File: config.mk
export PLATFORM = sky130hd
export DESIGN_NAME = control_unit
export DESIGN_NICKNAME = d
export VERILOG_FILES = /design/src/rtl/control_unit.sv
export SDC_FILE = /design/constraint.sdc
export NUM_CORES = 1
export LEC_CHECK = 0
export CAP_MARGIN = 20
export CORE_UTILIZATION = 25
export CTS_CLUSTER_SIZE = 20
export DETAILED_ROUTE_END_ITERATION = 8
export DONT_BUFFER_PORTS = 1
export GPL_TIMING_DRIVEN = 0
export PLACE_DENSITY = 0.49
export SLEW_MARGIN = 10
export SYNTH_ARGS = -nofsm -noshare
export SYNTH_HDL_FRONTEND = slang
export SYNTH_SLANG_ARGS = --single-unit
File: constraint.sdc
create_clock -name clk -period 3.4 [get_ports clk]
set_clock_uncertainty 0.05 [all_clocks]
set_input_delay 0.51 -clock clk [delete_from_list [all_inputs] [get_ports clk]]
set_output_delay 0.51 -clock clk [all_outputs]
set_load 0.02 [all_outputs]
File: src/rtl/control_unit.sv
`default_nettype none
// ============================================================================
// Module      : control_unit
// Description : Three-phase instruction sequencer for the 4-bit CPU. It
//               drives PC, IR, data memory, accumulator/ALU and output strobes.
// Revision    : 1.0 - initial release
// ============================================================================
module control_unit #(
    parameter int OPW = 4,
    parameter int ADW = 4
) (
    input  logic               clk,
    input  logic               reset,
    input  logic               start,
    input  logic [OPW+ADW-1:0] instr,
    input  logic               zero_flag,
    input  logic               carry_flag,
    output logic               ir_load_en,
    output logic               halt,
    output logic               jump_en,
    output logic [ADW-1:0]     jump_addr,
    output logic               data_rd_en,
    output logic [ADW-1:0]     data_addr,
    output logic               acc_load_en,
    output logic [1:0]         acc_src,
    output logic [1:0]         alu_op,
    output logic               out_load_en,
    output logic [7:0]         instr_count,
    output logic [1:0]         state_out
);

    typedef enum logic [1:0] {
        ST_IDLE   = 2'd0,
        ST_FETCH  = 2'd1,
        ST_DECODE = 2'd2,
        ST_EXEC   = 2'd3
    } state_t;

    localparam logic [OPW-1:0] c_op_nop = OPW'(4'h0);
    localparam logic [OPW-1:0] c_op_lda = OPW'(4'h1);
    localparam logic [OPW-1:0] c_op_add = OPW'(4'h2);
    localparam logic [OPW-1:0] c_op_sub = OPW'(4'h3);
    localparam logic [OPW-1:0] c_op_out = OPW'(4'h4);
    localparam logic [OPW-1:0] c_op_jmp = OPW'(4'h5);
    localparam logic [OPW-1:0] c_op_jz  = OPW'(4'h6);
    localparam logic [OPW-1:0] c_op_jc  = OPW'(4'h7);
    localparam logic [OPW-1:0] c_op_ldi = OPW'(4'h8);
    localparam logic [OPW-1:0] c_op_hlt = OPW'(4'hF);

    state_t          r_state;
    state_t          w_next_state;
    logic            r_halted;
    logic [7:0]      r_instr_count;
    logic [OPW-1:0]  w_opcode;
    logic [ADW-1:0]  w_operand;
    logic            w_is_mem_op;

    assign w_opcode    = instr[OPW+ADW-1:ADW];
    assign w_operand   = instr[ADW-1:0];
    assign w_is_mem_op = (w_opcode == c_op_lda) || (w_opcode == c_op_add) ||
                         (w_opcode == c_op_sub);

    assign instr_count = r_instr_count;
    assign state_out   = r_state;

    always_ff @(posedge clk or negedge reset) begin
        if (!reset) begin
            r_state       <= ST_IDLE;
            r_halted      <= 1'b0;
            r_instr_count <= 8'd0;
        end else begin
            r_state <= w_next_state;
            if (r_state == ST_EXEC) begin
                r_instr_count <= r_instr_count + 8'd1;
                if (w_opcode == c_op_hlt) begin
                    r_halted <= 1'b1;
                end
            end
        end
    end

    always_comb begin
        w_next_state = r_state;
        unique case (r_state)
            ST_IDLE:   if (start && !r_halted) w_next_state = ST_FETCH;
            ST_FETCH:  w_next_state = ST_DECODE;
            ST_DECODE: w_next_state = ST_EXEC;
            ST_EXEC:   w_next_state = (w_opcode == c_op_hlt) ? ST_IDLE : ST_FETCH;
            default:   w_next_state = ST_IDLE;
        endcase
    end

    // The PC may only advance on the FETCH edge, so halt is asserted elsewhere.
    always_comb begin
        ir_load_en  = 1'b0;
        halt        = 1'b1;
        jump_en     = 1'b0;
        jump_addr   = '0;
        data_rd_en  = 1'b0;
        data_addr   = '0;
        acc_load_en = 1'b0;
        acc_src     = 2'd0;
        alu_op      = 2'd0;
        out_load_en = 1'b0;
        unique case (r_state)
            ST_FETCH: begin
                ir_load_en = 1'b1;
                halt       = 1'b0;
            end
            ST_DECODE: begin
                if (w_is_mem_op) begin
                    data_rd_en = 1'b1;
                    data_addr  = w_operand;
                end
            end
            ST_EXEC: begin
                data_addr = w_operand;
                case (w_opcode)
                    c_op_lda: begin
                        acc_load_en = 1'b1;
                        acc_src     = 2'd1;
                    end
                    c_op_add: begin
                        acc_load_en = 1'b1;
                        alu_op      = 2'd1;
                    end
                    c_op_sub: begin
                        acc_load_en = 1'b1;
                        alu_op      = 2'd2;
                    end
                    c_op_out: out_load_en = 1'b1;
                    c_op_jmp: begin
                        jump_en   = 1'b1;
                        jump_addr = w_operand;
                    end
                    c_op_jz: begin
                        if (zero_flag) begin
                            jump_en   = 1'b1;
                            jump_addr = w_operand;
                        end
                    end
                    c_op_jc: begin
                        if (carry_flag) begin
                            jump_en   = 1'b1;
                            jump_addr = w_operand;
                        end
                    end
                    c_op_ldi: begin
                        acc_load_en = 1'b1;
                        acc_src     = 2'd2;
                    end
                    c_op_nop, c_op_hlt: ;
                    default: ;
                endcase
            end
            default: ;
        endcase
    end

endmodule
`default_nettype wire
# --- Word level (Yosys, flattened, before mapping) ---
# Index checks and enable logic that the tools add are counted.
word_totals:
  in_bits: 13
  output_inout_bits: 28
  word_cells: 49
  mem_bits_ro: 0
  regBits: 11
  ramBits: 0
  latchBits: 0
  n_memories: 0
classes:
  n_mul: 0
  magnitude_cmp: 0
  add_sub_neg: 1
  muxes: 25
  bitwise_logic: 0
  shift: 0
  reduce_logical: 7
  div: 0
  n_eq_ne: 13
op_table:
  columns: ["operator", "n"]
  rows:
  - ["4-bit by 3-bit equality test with 1-bit output, second input constant", 4]
  - ["4-bit two-way mux", 4]
  - ["1-bit two-way mux", 12]
  - ["4-bit one-hot mux with 3 select lines", 1]
  - ["8-bit by 1-bit adder with 8-bit output, second input constant", 1]
  - ["4-bit by 2-bit equality test with 1-bit output, second input constant", 2]
  - ["4-bit equality test, second input constant", 2]
  - ["2-bit one-hot mux with 2 select lines", 2]
  - ["2-bit one-hot mux with 4 select lines", 1]
  - ["4-bit one-hot mux with 2 select lines", 1]
  - ["2-bit two-way mux", 3]
  - ["2-bit equality test, second input constant", 2]
  - ["4-bit by 1-bit equality test with 1-bit output, second input constant", 1]
  - ["4-bit OR reduction", 1]
  - ["1-bit one-hot mux with 3 select lines", 1]
  - ["2-bit by 1-bit equality test with 1-bit output, second input constant", 1]
  - ["2-bit zero test", 1]
  - ["1-bit logical OR", 2]
  - ["2-bit != test, second input constant", 1]
  - ["2-bit AND reduction", 1]
  - ["1-bit logical AND", 1]
  - ["1-bit zero test", 1]

# --- Longest topological paths before layout ---
depth:
  word_depth: 5
  mapped_depth: 5
  depth_no_buf: 4

# --- Worst setup path before layout ---
# No wires, ideal clock.
synth_path:
  kind: "register to output"
  start: "reg r_state[1] (netlist: state_out[1])"
  end: "out jump_addr[0]"
  required_ps: 2840
  arrival_ps: 1662
  path_buffers: 1
  path_stages_with_launch: 6
  setup_slack_ps: 1178
  path_cell_list: "dfrtp_1 -> ha_1 -> buf_6 -> nand3b_4 -> a311oi_4 -> and2_1"
synth_between:
  elab_chain_cells: 2
synth_lines:
  columns: ["item", "line", "text"]
  rows:
  - ["start: declaration", "50", "state_t r_state;"]
  - ["start signal: assignment", "72", "r_state <= w_next_state;"]
  - ["2-bit equality test", "105", "unique case (r_state)"]
  - ["4-bit two-way mux", "105", null]
  - ["end: declaration", "21", "output logic [ADW-1:0] jump_addr,"]
# Every way passes these cells.

# --- Worst setup path in the final report ---
layout_path:
  start: "reg r_state[1] (netlist: state_out[1])"
  end: "out jump_addr[1]"
# Same word-level chain as after synthesis.

==> metrics.csv <==
stage,metric,value,unit
worst_setup_path,worst_setup_path_start_kind,flop,
global_routing,antenna_found_initial,0,
worst_setup_path,crit_arrival,2.06,ns
timing,layout_min_cycle_time,2.62,ns
cells_and_area,final_area,853,um2
synthesis,synth_compound_area_frac,0.106,
power,ir_worst_vdd,298,uV
timing,hold_viol_final,0,
cts,cts_tree,done,
timing,setup-violations-final,0,
worst_setup_path,crit_chain,ha_1 -> buf_6 -> nand3b_4 -> a311oi_4 -> and2_1,
worst_setup_path,critPathLaunch,state_out[1]$_DFFE_PN0P_,
routing,viasPerCell,4.92,
worst_hold_path,hp-class,in2reg,
worst_setup_path,cp_slowest_cell,dfrtp_1,
synthesis,ys_ff_latch,11,
cells_and_area,nets,101,
synthesis,synthCells,76,
synthesis,ys_seq_area_frac,0.354,
cells_and_area,drive_above_1_share,0.173,
worst_setup_path,r2r_start,state_out[1]$_DFFE_PN0P_,
timing,fmax,381,MHz
global_routing,grt_pass1_wl,2470,um
synthesis,syn-num-nets,95,
routing,wirelength,1470,um
synthesis,synthFlopType,dfrtp_1,
cells_and_area,area_growth,9.65,%
worst_hold_path,hp-start,instr[6],
synthesis,synth_fa_ha_area_frac,0.0965,
outcome,status,"complete, but fails checks",
floorplanning,die_x,57.8,um
floorplanning,die_area,3340,um2
cts,clock_latency,0.26,ns
floorplanning,io_pins,41,
outcome,violations,DRC,
placement,place_area,817,um2
timing,tns,0,ns
synthesis,synthArstFlopShare,1.00,
cts,cts_root_buf,clkbuf_4,
synthesis,yosys_warnings,0,
routing,drt-pass1-iter-count,6,
floorplanning,start_util,0.273,
power,p_leak,0.381,nW
timing,hold_slack,0.363,ns
worst_setup_path,cp_max_fo,10,
routing,antenna_left,0,
floorplanning,coreArea,2850,um2
cts,clock-sinks,11,
routing,dr.first_iter.drc_count,14,
floorplanning,rows,19,
global_routing,grt.overflow.total,0,
cells_and_area,stdcell_count,112,
worst_setup_path,critPathMaxStageDelay,0.54,ns
power,totalPowerFinal,0.708,mW
synthesis,syn_avg_cell_area,10.2,um2
placement,io_buffers,0,
timing,slew_viol_final,0,
placement,post-place-ws,1.04,ns
synthesis,synth_mux_area_frac,0.0289,
timing,grt_setup_unrepaired,no,
global_routing,grt_pass1_vias,551,
cts,cts.repair.resized,0,
synthesis,synth_edf_count,0,
routing,vias,551,
worst_setup_path,end_kind,output pin,
worst_setup_path,cp.required,2.84,ns
cells_and_area,num_antenna_cells,0,
timing,worstMarginPinSlew,0.879,ns
flow_run,maxCapViolations,0,
global_routing,grt_start_max_net_pins,12,
power,p_per_area,829,nW/um2
cts,htree_levels,1,
cts,post_cts_buffers,0,
synthesis,synth_area,778,um2
placement,dp_hpwl,1190,um
synthesis,synthXorXnorAreaFrac,0.0900,
worst_setup_path,critPathKind,reg2out,
routing,drc,5,
cts,cts_buffers,3,
placement,dp_cells,107,
synthesis,synth_top_family_by_area,simple AND/OR/NAND/NOR gates,
cts,cts_buffer_depth,2,
global_routing,grt_use_total,0.0951,
routing,wl_per_cell,13.1,um
floorplanning,dieHeight,57.8,um
cts,clk_pin_slew_worst_paths,0.07,ns
cells_and_area,fin_util,0.299,
timing,fin_crit_sh,0.772,
synthesis,synthSimpleGateAreaFrac,0.267,
placement,gp_congestion,0.624,
synthesis,synth_cell_types,29,
timing,fin_ws,0.776,ns
timing,relSlewSlack,0.409,
-- worst paths after layout --
| check | endpoint | slack (ns) | depth (start not counted) |
|---|---|---|---|
| worst max-delay path | jump_addr[1] | 0.78 | 5 |
| worst min-delay path | r_halted$_DFFE_PN0P_ | 0.36 | 2 |
| worst max register to register | instr_count[7]$_DFFE_PN0P_ | 1.75 | 5 |
| worst min register to register | r_halted$_DFFE_PN0P_ | 0.43 | 2 |
| max in group asynchronous | state_out[1]$_DFFE_PN0P_ | 2.38 | 1 |
| min in group asynchronous | instr_count[4]$_DFFE_PN0P_ | 0.59 | 1 |
-- report_power, final --
group	leakage [nW]	internal (mW)	switching [mW]	total, mW
Sequential	0.133	0.181	0.129	0.309
Combinational	0.232	0.127	0.185	0.312
Clock	0.0150	0.0453	0.0409	0.0862
Total	0.381	0.353	0.355	0.708
-- layout by cell type, fill, tap and decap left out, types with 2 or more instances in the layout --
cell      instances
clkbuf_4          3
mux2_2            2
inv_1             6
xnor2_1           5
nor3_1            2
nand2_1           6
dfrtp_1          11
nor2b_1           4
xor2_1            3
nor2_1            5
nor3b_2           2
nand4_1           3
ha_1              6
and3_1            2
and2_1            4
-- metal layers --
| layer | share of wire | track usage |
|---|---|---|
| met1 | 0.39 | 0.117 |
| met2 | 0.53 | 0.161 |
| met4 | 0 | 0.0306 |
| met3 | 0.077 | 0.0268 |
| met5 | 0 | 0 |
-- worst max-delay path, delay by kind of cell (launching register included) --
kind	cells	cell delay [ns]
adder cells (fa/ha/maj)	1	0.23
AND/OR/NAND/NOR	2	0.41
flip-flops	1	0.54
AO/OA/AOI/OAI	1	0.46
buffers and inverters	1	0.16
-- sequential cells by signal, indices dropped and copies added (netlist names) --
signal	cells
instr_count	8
r_halted	1
state_out	2
-- cells in the mapped netlist, drive strengths merged (2+ instances only) --
cell,number,area share
inv,7,0.034
and3,2,0.016
mux2,2,0.029
and2,4,0.032
nand2,6,0.029
nor3b,2,0.032
xor2,3,0.034
nor2,5,0.024
nand4,3,0.024
ha,6,0.096
nor3,2,0.013
dfrtp,11,0.35
nor2b,4,0.032
xnor2,5,0.056
buf,2,0.024
-- timing repair --
| action | CTS | global route |
|---|---|---|
| hold buffers | 1 | 0 |
| endpoints found under the setup margin | 0 | 0 |
| endpoints found under the hold margin | 11 | 0 |
-- logic make-up (layout without fill, tap and decap cells) --
group | after synthesis | after routing
DFF | 11 | 11
and+or+nand+nor | 33 | 33
muxes | 2 | 2
AOI/OAI and AO/OA | 7 | 7
adders and majority gates | 6 | 6
xor gates and xnor gates | 8 | 8
buffers and inverters | 9 | 14
-- area by class of cell --
| cell class | count | area, um2 |
|---|---|---|
| clock buffers | 4 | 26.3 |
| plain buffers | 2 | 18.8 |
| multi-input cells | 56 | 458 |
| inverters | 7 | 26.3 |
| flip-flops and latches | 11 | 275 |
| well taps | 31 | 38.8 |
| fillers | 306 | 2000 |
| repair buffers | 1 | 10.0 |
(Power assumes the default switching activity.)
